--- src/rtl/inst_decode_pkg.sv ---
// Shared field map, decoded-record type and opcode classes
// for the instruction decode stage.
package inst_decode_pkg;

   localparam int INST_W = 24;
   localparam int MAX_W  = 32;

   localparam int OPC_HI = 23;
   localparam int OPC_LO = 20;
   localparam int APA_HI = 19;
   localparam int APA_LO = 12;
   localparam int RD_HI  = 11;
   localparam int RD_LO  = 9;
   localparam int RA_HI  = 8;
   localparam int RA_LO  = 6;
   localparam int RB_HI  = 5;
   localparam int RB_LO  = 3;
   localparam int FN_HI  = 2;
   localparam int FN_LO  = 0;
   localparam int APD_HI = 11;
   localparam int APD_LO = 4;
   localparam int DEV_HI = 3;
   localparam int DEV_LO = 0;
   localparam int ADR_HI = 6;
   localparam int ADR_LO = 0;

   typedef enum logic [1:0] {
      CLS_ALU    = 2'd0,
      CLS_APB_WR = 2'd1,
      CLS_APB_RD = 2'd2
   } op_class_e;

   // imm/addr are held at the widest legal DATA_W; the stage
   // presents only the low DATA_W bits.
   typedef struct packed {
      logic [3:0]       opcode;
      logic [2:0]       rd_addr;
      logic [2:0]       ra_addr;
      logic [2:0]       rb_addr;
      logic [2:0]       func;
      logic [MAX_W-1:0] imm;
      logic [MAX_W-1:0] addr;
      logic [7:0]       apb_addr;
      logic [7:0]       apb_data;
      logic [3:0]       apb_device;
      op_class_e        cls;
      logic             illegal;
   } dec_rec_t;

endpackage

--- src/rtl/inst_decode_stage_skid.sv ---
// Two-entry valid/ready skid buffer for decoded records.
// in_ready depends only on the state register.
module skid_buffer_2
   import inst_decode_pkg::*;
(
   input  logic     clk,
   input  logic     rst_n,
   input  logic     flush,
   input  logic     in_valid,
   output logic     in_ready,
   input  dec_rec_t in_data,
   output logic     out_valid,
   input  logic     out_ready,
   output dec_rec_t out_data
);

   localparam logic [1:0] EMPTY = 2'd0;
   localparam logic [1:0] LOAD  = 2'd1;
   localparam logic [1:0] FULL  = 2'd2;

   logic [1:0] state_q, state_d;
   dec_rec_t   main_q, main_d;
   dec_rec_t   skid_q, skid_d;
   logic       acc;
   logic       hs;

   assign in_ready  = (state_q != FULL);
   assign out_valid = (state_q != EMPTY);
   assign out_data  = main_q;
   assign acc       = in_valid && in_ready;
   assign hs        = out_valid && out_ready;

   always_comb begin
      state_d = state_q;
      main_d  = main_q;
      skid_d  = skid_q;
      if (flush) begin
         state_d = EMPTY;
      end else begin
         unique case (state_q)
            EMPTY: begin
               if (acc) begin
                  state_d = LOAD;
                  main_d  = in_data;
               end
            end
            LOAD: begin
               if (acc && !hs) begin
                  state_d = FULL;
                  skid_d  = in_data;
               end else if (acc && hs) begin
                  main_d = in_data;
               end else if (hs) begin
                  state_d = EMPTY;
               end
            end
            FULL: begin
               if (hs) begin
                  state_d = LOAD;
                  main_d  = skid_q;
               end
            end
            default: state_d = EMPTY;
         endcase
      end
   end

   always_ff @(posedge clk or negedge rst_n) begin
      if (!rst_n) begin
         state_q <= EMPTY;
         main_q  <= '0;
         skid_q  <= '0;
      end else begin
         state_q <= state_d;
         main_q  <= main_d;
         skid_q  <= skid_d;
      end
   end

endmodule

--- src/rtl/inst_decode_stage.sv ---
// Registered decode stage: field split, sign extension,
// classification and handshake counter around a skid buffer.
module inst_decode_stage
   import inst_decode_pkg::*;
#(
   parameter int          DATA_W    = 8,
   parameter logic [3:0]  APB_WR_OP = 4'hE,
   parameter logic [3:0]  APB_RD_OP = 4'hF,
   parameter logic [15:0] LEGAL_OPS = 16'hFFFF,
   parameter int          CNT_W     = 16
) (
   input  logic              clk,
   input  logic              rst_n,
   input  logic              flush,
   input  logic              in_valid,
   output logic              in_ready,
   input  logic [23:0]       inst,
   output logic              out_valid,
   input  logic              out_ready,
   output logic [3:0]        opcode,
   output logic [2:0]        rd_addr,
   output logic [2:0]        ra_addr,
   output logic [2:0]        rb_addr,
   output logic [2:0]        func,
   output logic [DATA_W-1:0] imm,
   output logic [DATA_W-1:0] addr,
   output logic [7:0]        apb_addr,
   output logic [7:0]        apb_data,
   output logic [3:0]        apb_device,
   output logic              is_apb_wr,
   output logic              is_apb_rd,
   output logic              illegal,
   output logic [CNT_W-1:0]  dec_count
);

   function automatic dec_rec_t decode(input logic [INST_W-1:0] w);
      dec_rec_t   r;
      logic [5:0] i6;
      logic [3:0] op;
      op           = w[OPC_HI:OPC_LO];
      i6           = {w[RD_HI:RD_LO], w[FN_HI:FN_LO]};
      r.opcode     = op;
      r.rd_addr    = w[RD_HI:RD_LO];
      r.ra_addr    = w[RA_HI:RA_LO];
      r.rb_addr    = w[RB_HI:RB_LO];
      r.func       = w[FN_HI:FN_LO];
      r.imm        = {{(MAX_W-6){i6[5]}}, i6};
      r.addr       = {{(MAX_W-7){w[ADR_HI]}}, w[ADR_HI:ADR_LO]};
      r.apb_addr   = w[APA_HI:APA_LO];
      r.apb_data   = w[APD_HI:APD_LO];
      r.apb_device = w[DEV_HI:DEV_LO];
      r.illegal    = !LEGAL_OPS[op];
      unique case (1'b1)
         (op == APB_WR_OP): r.cls = CLS_APB_WR;
         (op == APB_RD_OP): r.cls = CLS_APB_RD;
         default:           r.cls = CLS_ALU;
      endcase
      return r;
   endfunction

   dec_rec_t           dec_rec;
   dec_rec_t           out_rec;
   logic [CNT_W-1:0]   cnt_q, cnt_d;
   logic               unused_rec;

   assign dec_rec = decode(inst);

   skid_buffer_2 u_skid (
      .clk       (clk),
      .rst_n     (rst_n),
      .flush     (flush),
      .in_valid  (in_valid),
      .in_ready  (in_ready),
      .in_data   (dec_rec),
      .out_valid (out_valid),
      .out_ready (out_ready),
      .out_data  (out_rec)
   );

   assign opcode     = out_rec.opcode;
   assign rd_addr    = out_rec.rd_addr;
   assign ra_addr    = out_rec.ra_addr;
   assign rb_addr    = out_rec.rb_addr;
   assign func       = out_rec.func;
   assign imm        = out_rec.imm[DATA_W-1:0];
   assign addr       = out_rec.addr[DATA_W-1:0];
   assign apb_addr   = out_rec.apb_addr;
   assign apb_data   = out_rec.apb_data;
   assign apb_device = out_rec.apb_device;
   assign is_apb_wr  = (out_rec.cls == CLS_APB_WR);
   assign is_apb_rd  = (out_rec.cls == CLS_APB_RD);
   assign illegal    = out_rec.illegal;
   assign unused_rec = ^{out_rec.imm, out_rec.addr};

   // Counts delivered records even in a flush cycle.
   assign cnt_d = (out_valid && out_ready) ? cnt_q + CNT_W'(1)
                                           : cnt_q;
   assign dec_count = cnt_q;

   always_ff @(posedge clk or negedge rst_n) begin
      if (!rst_n) begin
         cnt_q <= '0;
      end else begin
         cnt_q <= cnt_d;
      end
   end

endmodule
--- config.mk ---
export PLATFORM = sky130hd
export DESIGN_NAME = inst_decode_stage
export DESIGN_NICKNAME = d
export VERILOG_FILES = /design/src/rtl/inst_decode_pkg.sv /design/src/rtl/inst_decode_stage_skid.sv /design/src/rtl/inst_decode_stage.sv
export SDC_FILE = /design/constraint.sdc
export NUM_CORES = 1
export LEC_CHECK = 0
export CAP_MARGIN = 20
export CORE_MARGIN = 3
export CORE_UTILIZATION = 33
export CTS_CLUSTER_DIAMETER = 120
export DETAILED_ROUTE_END_ITERATION = 6
export GPL_TIMING_DRIVEN = 1
export HOLD_SLACK_MARGIN = 0.02
export PLACE_DENSITY_LB_ADDON = 0.05
export SETUP_SLACK_MARGIN = 0.02
export SYNTH_ARGS = -nofsm -noshare
export SYNTH_HDL_FRONTEND = slang
export SYNTH_SLANG_ARGS = --single-unit
export TNS_END_PERCENT = 5
--- constraint.sdc ---
create_clock -name clk -period 1.7 [get_ports clk]
set_clock_uncertainty 0.15 [all_clocks]
set_input_delay 0.17 -clock clk [delete_from_list [all_inputs] [get_ports clk]]
set_output_delay 0.17 -clock clk [all_outputs]
set_load 0.02 [all_outputs]
==> results of run 1 <==
## through the flow
stage          hold slack [ns]  instances  setup WS (ns)
4_1_cts                 0.0972        537        -0.0312
2_1_floorplan           -0.276        325         0.0123
3_5_place_dp           -0.0880        519         -0.306
5_1_grt                  0.125        538        -0.0807
6_report                0.0894        538        0.00469
3_3_place_gp           -0.0887        519         -0.281
## layer usage
metal	track usage, %	share of wire, %	vias up
met5	0	0	-
met4	5.61	1.2	0
met3	3.26	5.6	7
met2	20.7	47	60
met1	16.5	46	1124
li1	-	-	1158
## logic make-up after synthesis
kind of cell	after synthesis
XOR/XNOR	15
AND/OR/NAND/NOR	114
multiplexers	52
adder cells (fa/ha/maj)	1
buffers and inverters	64
AO/OA/AOI/OAI	8
flip-flops	70
other	1
## final timing paths
check                                              start                               to  slack, ns
setup / recovery           u_skid.state_q[1]$_DFFE_PN0P_  u_skid.out_data[21]$_DFFE_PN0P_      0.005
hold / removal                                     rst_n     u_skid.skid_q[8]$_DFFE_PN0P_       0.09
setup reg to reg           u_skid.state_q[1]$_DFFE_PN0P_  u_skid.out_data[21]$_DFFE_PN0P_      0.005
hold reg to reg                dec_count[15]$_DFFE_PN0P_        dec_count[15]$_DFFE_PN0P_       0.32
max in group asynchronous                          rst_n        dec_count[11]$_DFFE_PN0P_       0.78
min in group clk                                inst[14]    u_skid.skid_q[17]$_DFFE_PN0P_       0.32
## sequential cells by signal, indices dropped and copies added, names as in the netlist
register / count
dec_count: 16
u_skid.out_data: 26
u_skid.state_q: 2
u_skid.skid_q: 26
## worst max-delay path, cell delays in order, from the launching register on
cell and delay, ns:
dfrtp_2 0.43, mux2i_1 0.23, nor2_2 0.07, o21bai_4 0.13
buf_12 0.20, mux2_2 0.35
## cell type report
| class | count | area [um^2] | share of cell area [%] |
|---|---|---|---|
| multi-input cells | 191 | 1320 | 28.4 |
| inverters | 2 | 7.51 | 0.162 |
| clock inverters | 6 | 85.1 | 1.83 |
| well taps | 136 | 170 | 3.67 |
| repair buffers | 123 | 1170 | 25.1 |
| flip-flops and latches | 70 | 1760 | 37.9 |
| clock buffers | 10 | 138 | 2.97 |
## synth_stat cells (all sizes together) (2+ instances only)
cell type  count  area share, %
nor2b          4           0.71
a21oi          2           0.28
xor2           5            1.2
nand4          4           0.71
o21ai          3           0.53
nand3         11            1.7
inv            2           0.21
or2            2           0.36
mux2          51             16
nor2           7           0.82
dfrtp         70             50
and3           2           0.36
o31ai          2           0.43
xnor2         10            2.5
buf           61             13
nand2         79            8.4
nor4           2           0.71
## report_power, final
| group | switching, mW | total, mW | internal, mW |
|---|---|---|---|
| combinational | 0.797 | 1.59 | 0.793 |
| sequential | 0.214 | 2.23 | 2.01 |
| clock | 0.644 | 1.51 | 0.861 |
| total | 1.65 | 5.32 | 3.67 |
## repair_timing
item | in CTS | in global routing
buffers inserted | 1 | 1
pin swaps | 0 | 4
resized for setup | 57 | 13
setup endpoints to repair | 78 | 50
hold buffers | 1 | 0
endpoints found under the hold margin | 70 | 0
==> results.txt, run 1 <==
Synth Area in Simple Gates - 14.4%
CP Max Fanout - 26
RSZ-0062 raised after global routing - true
Longest Clk Path Bufs - 2
routed vias - 2349
placed instance area - 4420 um^2
fillers - 1020
status - complete, no violations
crit share post-route - 99.7%
Syn Area/Cell - 10.8 um^2
Die X - 109 um
post-synthesis mux area share - 16.6%
Post-synth EDFFs - 0
largest family of logic cells by synthesized area - multiplexers
pin count of the biggest net entering global routing - 38
Setup Crit Path Kind - register to register
xor/xnor cell area share of the yosys netlist - 3.74%
Inserted Clock Buffers - 9
Rows - 37
synthesized area - 3510 um^2
share of flip-flops with an asynchronous set or reset - 100%
vias in the first global route - 2362
Congestion Overflow GR - 0
clock latency at the later pin of the worst-skew pair - 0.34 ns
post-synthesis sequential area ratio - 49.9%
most frequent cells in the layout - nand2_1 (79), dfrtp_1 (67), mux2_2 (50), dlygate4sd2_1 (48), clkdlybuf4s50_1 (39)
gpl congestion - 0.704
arrival time at the worst endpoint - 1.77 ns
Final Hold Vio Count - 0
commonest non-fill, non-tap cell in the layout - nand2_1
syn nets - 355
Slew Limit Fails - 0
DRT Pass-1 Iters - 4
post-DP HPWL - 4980 um
initial antenna violation count - 0
Yosys warning total - 0
# port buffers - 100
Placeable Area - 10300 um^2
P_leak - 2.31 nW
Yosys cell types - 31
worst r2r path cells - 5
Die ar. - 11900 um^2
Die Span Y - 109 um
GRT Total Usage - 12.9%
Max IR drop VDD - 430 uV
FMAX - 590 MHz
commonest register cell after synthesis - dfrtp_1
max cap viols - 0
share of layout cells above drive strength 1 - 26.4%
Starting Density - 34.0%
startpoint types - register
Synth Area in Adders - 0.356%
Syn Inst Count - 325
IO Count - 102
Post-Layout Inst Area - 4640 um^2
Residual DRC - 0
post-route ant nets - 0
nets@finish - 427
complex-gate fraction of the synthesized area - 1.78%
Critical Path RT - 1.78 ns
wire length per cell - 13.5 um
area grow syn2layout - 32.0%
Total Power - 5.32 mW
Vias per Instance - 4.37
antenna diode count - 0
Clock Tree Root - clkbuf_8
Tmin final - 1.70 ns
Iteration-0 DRC Markers - 56
total routed wirelength - 7290 um
Worst Hold Class - input pin to async pin
clk sink count - 70
Clock Pin Slew Worst Setup and Hold Paths - 0.08 ns
Final setup viols - 0
Worst Setup End Kind - register
global-route wire length before repair - 11700 um
final core occ - 44.9%
H-tree depth - 3
#FFs+latches synth - 70
setup total negative slack - 0 ns
PD cells - 1150 nW/um^2
CTS tree - yes
Note: power is estimated with default switching activity, not from simulation.
==> inputs of run 2 (changes only) <==
--- a/config.mk
+++ b/config.mk
@@ -6,8 +6,9 @@
 export NUM_CORES = 1
 export LEC_CHECK = 0
 export CAP_MARGIN = 20
-export CORE_MARGIN = 3
+export CORE_MARGIN = 5
 export CORE_UTILIZATION = 33
+export CTS_BUF_LIST = sky130_fd_sc_hd__clkbuf_8
 export CTS_CLUSTER_DIAMETER = 120
 export DETAILED_ROUTE_END_ITERATION = 6
 export GPL_TIMING_DRIVEN = 1
@@ -17,4 +18,4 @@
 export SYNTH_ARGS = -nofsm -noshare
 export SYNTH_HDL_FRONTEND = slang
 export SYNTH_SLANG_ARGS = --single-unit
-export TNS_END_PERCENT = 5
+export TNS_END_PERCENT = 30
==> run 2 against run 1 <==
  * First-iteration DRC count grew 34%
  * Global-route usage shrank 0.78 points
  * Largest cell class unchanged
  * Largest power group unchanged
  * Sequential power is essentially flat
  * Final cell count grew 0.19%
  * Worst hold slack gained 0.093 ns
  * Critical path depth shrank 2
  * Highest routed layer unchanged
  * Die area grew 7.5%
  * Fmax grew 2.5%
  * Combinational power is essentially flat
  * Utilization shrank 0.25 points
  * Count of clock-buffer cells in the layout grew 1
==> results.txt, run 2 (synthesis results as in run 1) <==
Congestion Overflow GR - 0
RR Endpoint - u_skid.out_data[2]$_DFFE_PN0P_
share of layout cells above drive strength 1 - 25.8%
pin count of the biggest net entering global routing - 35
commonest non-fill, non-tap cell in the layout - nand2_1
routed vias - 2406
Longest Clk Path Bufs - 2
Clock Pin Slew Worst Setup and Hold Paths - 0.07 ns
Critical Path RT - 1.38 ns
CP Max Fanout - 4
wire length per cell - 14.1 um
startpoint types - register
Iteration-0 DRC Markers - 75
Placed Instances - 519
CTS tree - yes
R2R Path Start - u_skid.state_q[1]$_DFFE_PN0P_
Total Power - 5.19 mW
slowest stage delay, CP - 0.43 ns
non-filler cells, final - 539
most frequent cells in the layout - nand2_1 (79), dfrtp_1 (67), mux2_2 (50), dlygate4sd2_1 (49), clkdlybuf4s50_1 (41)
DRT Pass-1 Iters - 4
Placeable Area - 10400 um^2
Die Span Y - 113 um
P_leak - 2.29 nW
Worst Hold Class - input pin to async pin
global-route wire length before repair - 12500 um
clk sink count - 70
nets@finish - 428
post-DP HPWL - 5290 um
Rows - 37
PD cells - 1120 nW/um^2
# port buffers - 100
Inserted Clock Buffers - 9
worst r2r path cells - 5
dpl ws - -0.279 ns
GRT Total Usage - 12.1%
arrival time at the worst endpoint - 1.33 ns
r2r setup slk - 0.07 ns
Final setup viols - 0
IO Count - 102
Die X - 113 um
fillers - 1045
CP max stage cell - dfrtp_2
clock latency at the later pin of the worst-skew pair - 0.34 ns
total routed wirelength - 7580 um
Worst Setup End Kind - output port
Starting Density - 33.9%
Slew Limit Fails - 0
Tmin final - 1.65 ns
antenna diode count - 0
initial antenna violation count - 0
Residual DRC - 0
max cap viols - 0
crit share post-route - 97.3%
area grow syn2layout - 31.8%
vias in the first global route - 2454
Setup WS post-layout - 0.0466 ns
gpl congestion - 0.727
Setup Crit Path Kind - register to output port
Die ar. - 12800 um^2
Cell Chain, Critical Path - nor2b_2 > inv_1 > clkdlybuf4s15_2
status - complete, no violations
RSZ-0062 raised after global routing - true
Crit path max-delay family - flip-flops
Clock Tree Root - clkbuf_8
Max IR drop VDD - 372 uV
Vias per Instance - 4.46
setup total negative slack - 0 ns
Buf+Inv Stages, Crit Path - 2
post-route ant nets - 0
Final Hold Vio Count - 0
H-tree depth - 3
FMAX - 605 MHz
-- run 2: timing repair --
item                                    4_1_cts  5_1_grt
buffers inserted                              2        1
hold buffers                                  1        0
resized for setup                            58       11
pin swaps                                     0        2
endpoints found under the setup margin       83       45
endpoints found under the hold margin        62        0
-- run 2: cell type report --
type	count	area [um^2]	share of cell area [%]
sequential	70	1760	37.9
timing repair buffer	124	1190	25.8
clock inverter	5	48.8	1.05
multi-input combinational	191	1310	28.2
inverter	2	7.51	0.162
tap	136	170	3.67
clock buffer	11	151	3.27
-- run 2: how the worst max path moves through the flow --
stage	from	to	slack, ns	cells after the start
floorplan	u_skid.state_q[1]$_DFFE_PN0P_	u_skid.out_data[100]$_DFFE_PN0P_	0.01	5
global placement	out_ready	u_skid.out_data[21]$_DFFE_PN0P_	-0.26	6
detailed placement	out_ready	u_skid.out_data[61]$_DFFE_PN0P_	-0.28	6
CTS	u_skid.state_q[1]$_DFFE_PN0P_	out_valid	-0.005	3
global route	dec_count[1]$_DFFE_PN0P_	dec_count[12]$_DFFE_PN0P_	-0.04	6
finish	u_skid.state_q[1]$_DFFE_PN0P_	in_ready	0.05	3
-- run 2: through the flow --
step	hold WS (ns)	util, %	instance area [um^2]
2_1_floorplan	-0.276	-	3510
3_3_place_gp	0.0109	42.7	4430
3_5_place_dp	0.00829	42.7	4430
4_1_cts	0.180	44.3	4590
5_1_grt	0.213	44.7	4630
6_report	0.182	44.7	4630
-- run 2: report_power, final --
part           switching [mW]  leakage (nW)  total [mW]  internal, mW
clock                   0.614         0.110        1.36         0.746
sequential              0.233         0.869        2.25          2.01
combinational           0.791          1.31        1.58         0.792
-- run 2: metal layers --
metal | routed length (um) | vias to the layer above | global-route usage [%]
li1 | - | 1166 | -
met1 | 3400 | 1167 | 15.5
met2 | 3570 | 64 | 19.3
met3 | 508 | 9 | 3.64
met4 | 97 | 0 | 4.57
met5 | 0 | - | 0
==> inputs of run 3 (changes only) <==
--- a/config.mk
+++ b/config.mk
@@ -6,7 +6,7 @@
 export NUM_CORES = 1
 export LEC_CHECK = 0
 export CAP_MARGIN = 20
-export CORE_MARGIN = 5
+export CORE_MARGIN = 2
 export CORE_UTILIZATION = 33
 export CTS_BUF_LIST = sky130_fd_sc_hd__clkbuf_8
 export CTS_CLUSTER_DIAMETER = 120
==> run 3 against run 2 <==
  * The run now ends with negative setup slack left
  * Final cell count grew 1.3%
  * Critical endpoint is now u_skid.out_data[20]$_DFFE_PN0P_
  * Combinational power grew 8%
  * Largest cell class unchanged
  * Via count is the same
  * Routed wire length shrank 1.7%
==> results.txt, run 3 (synthesis results as in run 1) <==
clock latency at the later pin of the worst-skew pair - 0.34 ns
Starting Density - 34.0%
global-route wire length before repair - 12200 um
busiest grt layer - met2
commonest non-fill, non-tap cell in the layout - nand2_1
CP max stage cell - dfrtp_2
pin count of the biggest net entering global routing - 35
most frequent cells in the layout - nand2_1 (79), dfrtp_1 (68), dlygate4sd2_1 (46), mux2_2 (35), clkdlybuf4s50_1 (32)
initial antenna violation count - 0
CTS tree - yes
Die Span Y - 107 um
status - finished, violations left
IO Count - 102
most used cell, CP - buf_12
vias in the first global route - 2426
H-tree depth - 3
Cell Chain, Critical Path - mux2i_1 > nor2_2 > o21bai_4 > buf_12 > buf_12 > mux2_2
post-route ant nets - 0
P_leak - 2.51 nW
met1 usage - 18.0%
worst r2r path cells - 6
max cap viols - 0
GRT met3 Usage - 4.68%
Setup WS post-layout - -0.0280 ns
clk sink count - 70
failing checks - negative setup slack
Longest Clk Path Bufs - 2
Max IR drop VDD - 460 uV
gpl congestion - 0.727
Die X - 107 um
Final setup viols - 18
routed vias - 2406
Critical Path RT - 1.77 ns
share of layout cells above drive strength 1 - 28.3%
antenna diode count - 0
slowest stage delay, CP - 0.42 ns
Congestion Overflow GR - 0
FMAX - 579 MHz
Die ar. - 11500 um^2
CP Max Fanout - 11
# port buffers - 100
post-DP HPWL - 5010 um
nets@finish - 435
Clock Tree Root - clkbuf_8
crit share post-route - 102%
Worst Hold Class - input pin to async pin
Placed Instances - 520
Residual DRC - 0
Vias per Instance - 4.41
met2 usage - 22.0%
GRT Total Usage - 13.8%
Tmin final - 1.73 ns
Clock Pin Slew Worst Setup and Hold Paths - 0.08 ns
Slew Limit Fails - 0
fillers - 983
DRT Pass-1 Iters - 4
Placeable Area - 10300 um^2
Inserted Clock Buffers - 9
PD cells - 1090 nW/um^2
non-filler cells, final - 546
arrival time at the worst endpoint - 1.80 ns
wire length per cell - 13.6 um
RSZ-0062 raised after global routing - true
final core occ - 46.5%
Iteration-0 DRC Markers - 83
area grow syn2layout - 36.6%
Worst Setup End Kind - register
total routed wirelength - 7450 um
Setup Crit Path Kind - register to register
Final Hold Vio Count - 0
Rows - 37
startpoint types - register
==> run 3: worst max-delay path: cells and delay by family (launching register included) <==
| kind | cells | cell delay [ns] |
|---|---|---|
| and+or+nand+nor | 1 | 0.07 |
| muxes | 2 | 0.57 |
| AOI/OAI and AO/OA | 1 | 0.15 |
| buffers and inverters | 2 | 0.26 |
| DFF | 1 | 0.42 |
==> run 3: cell type report <==
class | instances | area, um^2 | area share, %
clock buffer | 9 | 124 | 2.58
clock inverter | 7 | 66.3 | 1.38
inverter | 2 | 7.51 | 0.156
multi-input combinational | 191 | 1380 | 28.8
sequential | 70 | 1750 | 36.5
tap | 136 | 170 | 3.55
timing repair buffer | 131 | 1290 | 27.0
==> run 3: what timing repair did <==
item / CTS / global route
gates resized for setup: 72 / 30
buffers inserted: 4 / 5
setup endpoints to repair: 75 / 59
hold buffers: 1 / 0
hold endpoints to repair: 70 / 0
cloned: 1 / 0
pin swaps: 0 / 5
==> run 3: worst paths after layout <==
| path | endpoint | slack [ns] | start |
|---|---|---|---|
| setup / recovery | u_skid.out_data[20]$_DFFE_PN0P_ | -0.03 | u_skid.state_q[1]$_DFFE_PN0P_ |
| hold / removal | u_skid.skid_q[8]$_DFFE_PN0P_ | 0.12 | rst_n |
| setup reg to reg | u_skid.out_data[20]$_DFFE_PN0P_ | -0.03 | u_skid.state_q[1]$_DFFE_PN0P_ |
| hold reg to reg | dec_count[15]$_DFFE_PN0P_ | 0.33 | dec_count[15]$_DFFE_PN0P_ |
| max in group asynchronous | dec_count[14]$_DFFE_PN0P_ | 0.76 | rst_n |
| min in group clk | u_skid.skid_q[3]$_DFFE_PN0P_ | 0.32 | inst[0] |
==> run 3: stage by stage <==
step / hold slack [ns] / cell area (um^2) / power, mW / TNS, ns / setup slack, ns
global route: 0.131 / 4800 / 5.55 / -1.60 / -0.0883
finish: 0.121 / 4800 / 5.23 / -0.245 / -0.0280
floorplan: -0.276 / 3510 / 3.47 / 0 / 0.0123
CTS: 0.122 / 4710 / 5.30 / -0.650 / -0.0464
global placement: -0.0587 / 4440 / 4.01 / -13.41 / -0.280
detailed placement: -0.0636 / 4440 / 4.04 / -14.26 / -0.317
==> run 3: layer usage <==
metal  vias up  share of wire [%]
met3         5                5.2
met1      1161                 46
met4         0               0.67
met2        65                 48
met5         -                  0
li1       1175                  -
==> run 3: report_power, final <==
part / internal (mW) / total, mW / switching (mW)
clock: 0.670 / 1.30 / 0.627
combinational: 0.884 / 1.70 / 0.815
sequential: 2.01 / 2.24 / 0.225
